### config.mk
export PLATFORM = sky130hd
export DESIGN_NAME = phys_reg_free_list_flat
export DESIGN_NICKNAME = d
export VERILOG_FILES = /design/src/rtl/phys_reg_free_list_if.sv /design/src/rtl/phys_reg_free_list.sv /design/src/flat_wrapper.sv
export SDC_FILE = /design/constraint.sdc
export NUM_CORES = 1
export LEC_CHECK = 0
export CAP_MARGIN = 25
export CORE_ASPECT_RATIO = 0.5
export CORE_MARGIN = 5
export CORE_UTILIZATION = 30
export CTS_CLUSTER_SIZE = 24
export DETAILED_ROUTE_END_ITERATION = 6
export PLACE_DENSITY_LB_ADDON = 0.3
export SLEW_MARGIN = 25
export SYNTH_ARGS = -nofsm -noshare
export SYNTH_HDL_FRONTEND = slang
export SYNTH_SLANG_ARGS = --single-unit
### constraint.sdc
create_clock -name clk -period 9.3 [get_ports clk]
set_clock_uncertainty 0.1 [all_clocks]
set_input_delay 1.86 -clock clk [delete_from_list [all_inputs] [get_ports clk]]
set_output_delay 1.86 -clock clk [all_outputs]
set_load 0.02 [all_outputs]
### src/rtl/phys_reg_free_list_if.sv
// Rename/retire-facing signal bundle of the physical register free list.
// master = rename + ROB retire side, slave = the free list itself.
interface phys_reg_free_list_if #(
    parameter int PREG_W = 6
);
    logic              alloc_req;
    logic              alloc_valid;
    logic [PREG_W-1:0] alloc_preg;
    logic              free0_valid;
    logic [PREG_W-1:0] free0_preg;
    logic              free1_valid;
    logic [PREG_W-1:0] free1_preg;
    logic              stall;
    logic [PREG_W:0]   free_count;
    logic              overflow_err;
    logic              dup_err;

    modport master (
        output alloc_req, free0_valid, free0_preg, free1_valid, free1_preg,
        input  alloc_valid, alloc_preg, stall, free_count, overflow_err, dup_err
    );

    modport slave (
        input  alloc_req, free0_valid, free0_preg, free1_valid, free1_preg,
        output alloc_valid, alloc_preg, stall, free_count, overflow_err, dup_err
    );
endinterface

### src/rtl/phys_reg_free_list.sv
// Circular FIFO of free physical register tags: one allocation, two releases per cycle.
// Optional macro FREE_LIST_DUP_CHECK_EN adds an in-list bitmap that rejects duplicate releases.
module phys_reg_free_list #(
    parameter int NUM_PREGS = 64,
    parameter int NUM_AREGS = 32,
    parameter int PREG_W    = 6
) (
    input logic                 clk,
    input logic                 rstn,
    phys_reg_free_list_if.slave fl
);
    localparam logic [PREG_W:0] FULL = (PREG_W+1)'(NUM_PREGS);

    logic [PREG_W-1:0] mem [NUM_PREGS];
    logic [PREG_W-1:0] head;
    logic [PREG_W-1:0] tail;
    logic [PREG_W:0]   count;
    logic              overflow_q;

    logic              grant;
    logic [PREG_W:0]   cnt_after;
    logic [PREG_W:0]   cnt_mid;
    logic              elig0, elig1;
    logic              dup0, dup1;
    logic              acc0, acc1;
    logic              ovf0, ovf1;
    logic [PREG_W-1:0] tail1;

`ifdef FREE_LIST_DUP_CHECK_EN
    logic [NUM_PREGS-1:0] in_list;
    logic                 dup_q;
`endif

    assign fl.alloc_valid  = (count != '0);
    assign fl.alloc_preg   = mem[head];
    assign fl.stall        = (count == '0);
    assign fl.free_count   = count;
    assign fl.overflow_err = overflow_q;
`ifdef FREE_LIST_DUP_CHECK_EN
    assign fl.dup_err      = dup_q;
`else
    assign fl.dup_err      = 1'b0;
`endif

    // Fullness is judged after this cycle's allocation; slot 0 claims space before slot 1.
    always_comb begin
        grant     = fl.alloc_req && (count != '0);
        cnt_after = count - (PREG_W+1)'(grant);
        elig0     = fl.free0_valid && (fl.free0_preg != '0);
        elig1     = fl.free1_valid && (fl.free1_preg != '0);
`ifdef FREE_LIST_DUP_CHECK_EN
        dup0      = elig0 && in_list[fl.free0_preg];
        dup1      = elig1 && (in_list[fl.free1_preg] ||
                              (fl.free0_valid && (fl.free0_preg == fl.free1_preg)));
`else
        dup0      = 1'b0;
        dup1      = 1'b0;
`endif
        acc0      = elig0 && !dup0 && (cnt_after != FULL);
        ovf0      = elig0 && !dup0 && (cnt_after == FULL);
        cnt_mid   = cnt_after + (PREG_W+1)'(acc0);
        acc1      = elig1 && !dup1 && (cnt_mid != FULL);
        ovf1      = elig1 && !dup1 && (cnt_mid == FULL);
        tail1     = tail + PREG_W'(acc0);
    end

    always_ff @(posedge clk or negedge rstn) begin
        if (!rstn) begin
            for (int unsigned i = 0; i < NUM_PREGS; i++) begin
                if (i < NUM_PREGS - NUM_AREGS)
                    mem[i] <= PREG_W'(NUM_AREGS + i);
                else
                    mem[i] <= '0;
            end
            head       <= '0;
            tail       <= PREG_W'(NUM_PREGS - NUM_AREGS);
            count      <= (PREG_W+1)'(NUM_PREGS - NUM_AREGS);
            overflow_q <= 1'b0;
        end else begin
            if (acc0)
                mem[tail] <= fl.free0_preg;
            if (acc1)
                mem[tail1] <= fl.free1_preg;
            head       <= head + PREG_W'(grant);
            tail       <= tail1 + PREG_W'(acc1);
            count      <= cnt_mid + (PREG_W+1)'(acc1);
            overflow_q <= overflow_q | ovf0 | ovf1;
        end
    end

`ifdef FREE_LIST_DUP_CHECK_EN
    always_ff @(posedge clk or negedge rstn) begin
        if (!rstn) begin
            for (int unsigned i = 0; i < NUM_PREGS; i++)
                in_list[i] <= (i >= NUM_AREGS);
            dup_q <= 1'b0;
        end else begin
            // A release can never hit the head tag in the same cycle (it would be a dup),
            // so clear-then-set ordering cannot lose a bit.
            if (grant)
                in_list[mem[head]] <= 1'b0;
            if (acc0)
                in_list[fl.free0_preg] <= 1'b1;
            if (acc1)
                in_list[fl.free1_preg] <= 1'b1;
            dup_q <= dup_q | dup0 | dup1;
        end
    end
`endif
endmodule

### src/flat_wrapper.sv
// flat-port wrapper written by rule: the top's interface ports become plain ports
module phys_reg_free_list_flat 
#(
    parameter int NUM_PREGS = 64,
    parameter int NUM_AREGS = 32,
    parameter int PREG_W    = 6
)
  (clk, rstn, fl_alloc_req, fl_free0_valid, fl_free0_preg, fl_free1_valid, fl_free1_preg, fl_alloc_valid, fl_alloc_preg, fl_stall, fl_free_count, fl_overflow_err, fl_dup_err);
  phys_reg_free_list_if #(.PREG_W(PREG_W)) fl_i ();
  input logic clk;
  input logic rstn;
  input wire logic [$bits(fl_i.alloc_req)-1:0] fl_alloc_req;
  input wire logic [$bits(fl_i.free0_valid)-1:0] fl_free0_valid;
  input wire logic [$bits(fl_i.free0_preg)-1:0] fl_free0_preg;
  input wire logic [$bits(fl_i.free1_valid)-1:0] fl_free1_valid;
  input wire logic [$bits(fl_i.free1_preg)-1:0] fl_free1_preg;
  output wire logic [$bits(fl_i.alloc_valid)-1:0] fl_alloc_valid;
  output wire logic [$bits(fl_i.alloc_preg)-1:0] fl_alloc_preg;
  output wire logic [$bits(fl_i.stall)-1:0] fl_stall;
  output wire logic [$bits(fl_i.free_count)-1:0] fl_free_count;
  output wire logic [$bits(fl_i.overflow_err)-1:0] fl_overflow_err;
  output wire logic [$bits(fl_i.dup_err)-1:0] fl_dup_err;
  assign fl_i.alloc_req = fl_alloc_req;
  assign fl_i.free0_valid = fl_free0_valid;
  assign fl_i.free0_preg = fl_free0_preg;
  assign fl_i.free1_valid = fl_free1_valid;
  assign fl_i.free1_preg = fl_free1_preg;
  assign fl_alloc_valid = fl_i.alloc_valid;
  assign fl_alloc_preg = fl_i.alloc_preg;
  assign fl_stall = fl_i.stall;
  assign fl_free_count = fl_i.free_count;
  assign fl_overflow_err = fl_i.overflow_err;
  assign fl_dup_err = fl_i.dup_err;
  phys_reg_free_list #(.NUM_PREGS(NUM_PREGS), .NUM_AREGS(NUM_AREGS), .PREG_W(PREG_W)) u_core (.clk(clk), .rstn(rstn), .fl(fl_i));
endmodule
==> results.py <==
metrics = {
    "final_layout": {
        "final-instance-count-excl-fill": 2952,
        "seq_area_sq_mm": 0.01026,
        "post-route-cell-area_sq_mm": 0.02722,
        "insertedDiodeCount": 0,
        "n_fill_cell": 8002,
        "multiInputGateArea_sq_mm": 0.01360,
        "layout-drive-gt1-share_pct": 52.05,
        "fin_nets": 1847,
        "syn_to_final_growth_pct": 9.841,
    },
    "clocking": {
        "numClockSinks": 404,
        "cts_tree": "built",
        "clk_latency_ns": 0.59,
        "post_cts_resized": 0,
        "cts_setup_buffers": 0,
        "postCtsHoldBufs": 0,
        "cts_root_buffer": "clkbuf_16",
        "cts.path.max_buffers": 3,
        "h-tree-depth": 2,
        "cts_buffers": 44,
        "clk_pin_slew_ns": 0.06,
    },
    "global_routing": {
        "grtUsageTotal_pct": 17.02,
        "antenna_found_initial": 0,
        "grt_pass1_vias": 16517,
        "grt_pass1_wl_microns": 115000,
        "grt_max_degree": 157,
        "overflow": 0,
    },
    "place": {
        "placed_area_sq_mm": 0.02581,
        "dp.cells": 2871,
        "numPortBuffers": 32,
        "gp_congestion": 0.8349,
        "dp_hpwl_microns": 45790,
    },
    "synth": {
        "synthesis.area_sq_mm": 0.02478,
        "yosysMostFrequentCell": "mux2_2",
        "yosysTopAreaCell": "dfrtp_1",
        "async_flop_share_pct": 100.0,
        "synth_fp_nets": 1938,
        "seq_area_frac_synth_pct": 41.37,
        "yosysTopAreaCellShare_pct": 29.29,
        "yosys_warnings": 0,
        "synth_flop_cell": "dfrtp_1",
        "ys_types": 53,
        "avgSynthCellArea_sq_um": 12.98,
        "synth-edff-count": 0,
        "netlist_instances": 1909,
        "synth_area_leaders": "dfrtp_1 29%, mux2_2 25%, dfstp_2 12%, mux4_2 11%, mux2i_1 4.4%",
        "synth_common_cells": "546 x mux2_2, 290 x dfrtp_1, 143 x clkbuf_1, 126 x mux4_2, 114 x dfstp_2",
        "synth-seq-cells": 404,
    },
    "timing": {
        "worstMarginPinSlew_ns": 1.076,
        "post-route-min-period_ns": 7.168,
        "setup_violations": 0,
        "hold_viol": 0,
        "tns_ns": 0,
        "drv_slew": 0,
        "grt_setup_unrepaired": "false",
        "timing.final.crit_share_pct": 77.07,
        "max_freq_ghz": 0.1395,
        "maxSlewHeadroom_pct": 28.10,
    },
    "floorplanning": {
        "initial_core_util_pct": 30.31,
        "core_area_sq_mm": 0.08176,
        "die_x_microns": 416.5,
        "num_io_pins": 34,
        "rows": 74,
        "die_area_sq_mm": 0.08880,
        "dieHeight_microns": 213.2,
    },
    "power_and_ir_drop": {
        "fin_total_pwr_mw": 9.037,
        "ir_drop_mv": 0.1887,
        "p_leak_nw": 11.03,
        "p_per_area_mw_per_mm2": 332.0,
    },
    "status": {
        "status": "finished, final reports clean",
    },
    "routing": {
        "wl_per_cell_microns": 25.82,
        "vias_per_cell": 5.433,
        "drc": 0,
        "routed_wl_microns": 76230,
        "postRouteAntennaNets": 0,
        "drtIter0Drc": 1192,
        "dr_total_vias": 16037,
        "firstDrtPassIters": 5,
    },
    "critical_path": {
        "path_class": "input pin to flip-flop",
        "ff2ff_path_depth": 16,
        "cp.arrival_ns": 7.52,
        "crit_buf_inv": 3,
        "slowest_stage": "nand4_1",
        "crit_chain": "clkdlybuf4s50_1 > and2_1 > ha_1 > ha_1 > inv_1 > or3_1 > a211oi_2 > nand2b_1 > inv_4 > ha_1 > ha_1 > xnor2_1 > nand4_1 > nor3_4 > mux2_2",
        "cp_top_family": "simple AND/OR/NAND/NOR gates",
        "rrSetupSlack_ns": 2.33,
        "endpoint": "u_core.mem[29]",
        "cp.depth": 15,
        "critical_path.max_fanout": 22,
        "crit_path_start_kind": "input pin",
        "required_ns": 9.65,
        "reg2reg_to": "u_core.mem[29]",
        "path_common_cell": "ha_1",
        "slowest_delay_ns": 0.86,
        "r2r-start": "u_core.fl.free_count[3]",
        "worstSetupStartpoint": "fl_alloc_req",
        "endpoint_kind": "flip-flop",
    },
    "hold_path": {
        "hold_class": "flip-flop to flip-flop",
        "hold_path_depth": 1,
    },
    "job": {
        "cap_violations": 0,
    },
}
==> stage by stage <==
| stage | hold WS, ns | util (%) | setup WS (ns) |
|---|---|---|---|
| 3_3_place_gp | 0.3846 | 31.52 | 1.843 |
| 3_5_place_dp | 0.3838 | 31.57 | 1.637 |
| 2_1_floorplan | 0.3642 | - | 3.074 |
| 5_1_grt | 0.4207 | 33.29 | 1.933 |
| 6_report | 0.3879 | 33.29 | 2.132 |
| 4_1_cts | 0.3993 | 33.22 | 2.243 |
==> worst min path at each step <==
stage | startpoint | to
detailed placement | u_core.fl.overflow_err | u_core.fl.overflow_err
global route | u_core.fl.overflow_err | u_core.fl.overflow_err
CTS | u_core.fl.overflow_err | u_core.fl.overflow_err
global placement | u_core.fl.overflow_err | u_core.fl.overflow_err
floorplan | u_core.head[1] | u_core.head[1]
finish | u_core.fl.overflow_err | u_core.fl.overflow_err
==> area by class of cell <==
cell class                 instances  area share [%]
clock buffer                      75           4.850
clock inverter                     3          0.1103
inverter                           7          0.1057
multi-input combinational       1299           49.96
sequential                       404           37.71
tap                             1102           5.066
timing repair buffer              62           2.197
==> worst register-to-register path, stage by stage (launching register included) <==
cell	delay (ns)
dfrtp_1	0.49
or4_1	0.61
or4_1	0.47
and2_1	0.21
ha_1	0.22
ha_1	0.25
xnor2_1	0.28
nand4_1	0.16
a211oi_2	0.40
nand2b_1	0.54
inv_4	0.24
ha_1	0.26
ha_1	0.22
xnor2_1	0.54
nand4_1	0.86
nor3_4	0.63
mux2_2	0.39
==> cell usage in the layout, fill, tap and decap left out, types with 16 or more instances in the layout <==
cell type,count
nor4_1,62
nor3_1,55
clkbuf_16,46
mux2i_1,108
dfrtp_1,286
mux4_2,126
nand3_1,36
clkdlybuf4s50_1,19
clkbuf_1,23
buf_4,28
xnor2_1,19
nor3_4,40
dfstp_2,114
nor2_1,38
nand2_1,40
mux2_2,546
or3_1,16
a21oi_1,108
or2_2,17
==> power breakdown <==
group | internal, mW | leakage [nW] | total (mW) | switching [mW]
sequential | 2.68 | 4.92 | 3.35 | 0.670
combinational | 2.11 | 5.46 | 3.97 | 1.86
clock | 0.962 | 0.652 | 1.71 | 0.752
total | 5.76 | 11.0 | 9.04 | 3.28
==> sequential cells by signal, summed over array words and instances, names as in the netlist <==
signal and flops:
u_core.fl.free_count 7, u_core.fl.overflow_err 1, u_core.head 6, u_core.mem 384
u_core.tail 6
==> cells by family after synthesis <==
kind of cell	after synthesis	share of synthesized area (%)
AOI/OAI and AO/OA	118	2.595
xor gates and xnor gates	32	1.207
adders and majority gates	12	0.6059
buffers and inverters	206	3.792
DFF	404	41.37
muxes	786	40.99
other	1	0.01513
and+or+nand+nor	350	9.422
==> routing by layer <==
layer,GRT usage (%),share of wire [%],vias to the layer above
li1,-,-,7006
met1,24.48,47,8506
met2,27.13,46,427
met3,2.754,5.4,98
met4,3.821,1.9,0
met5,0,0,-
No activity file was read; power rests on OpenSTA's default activity.
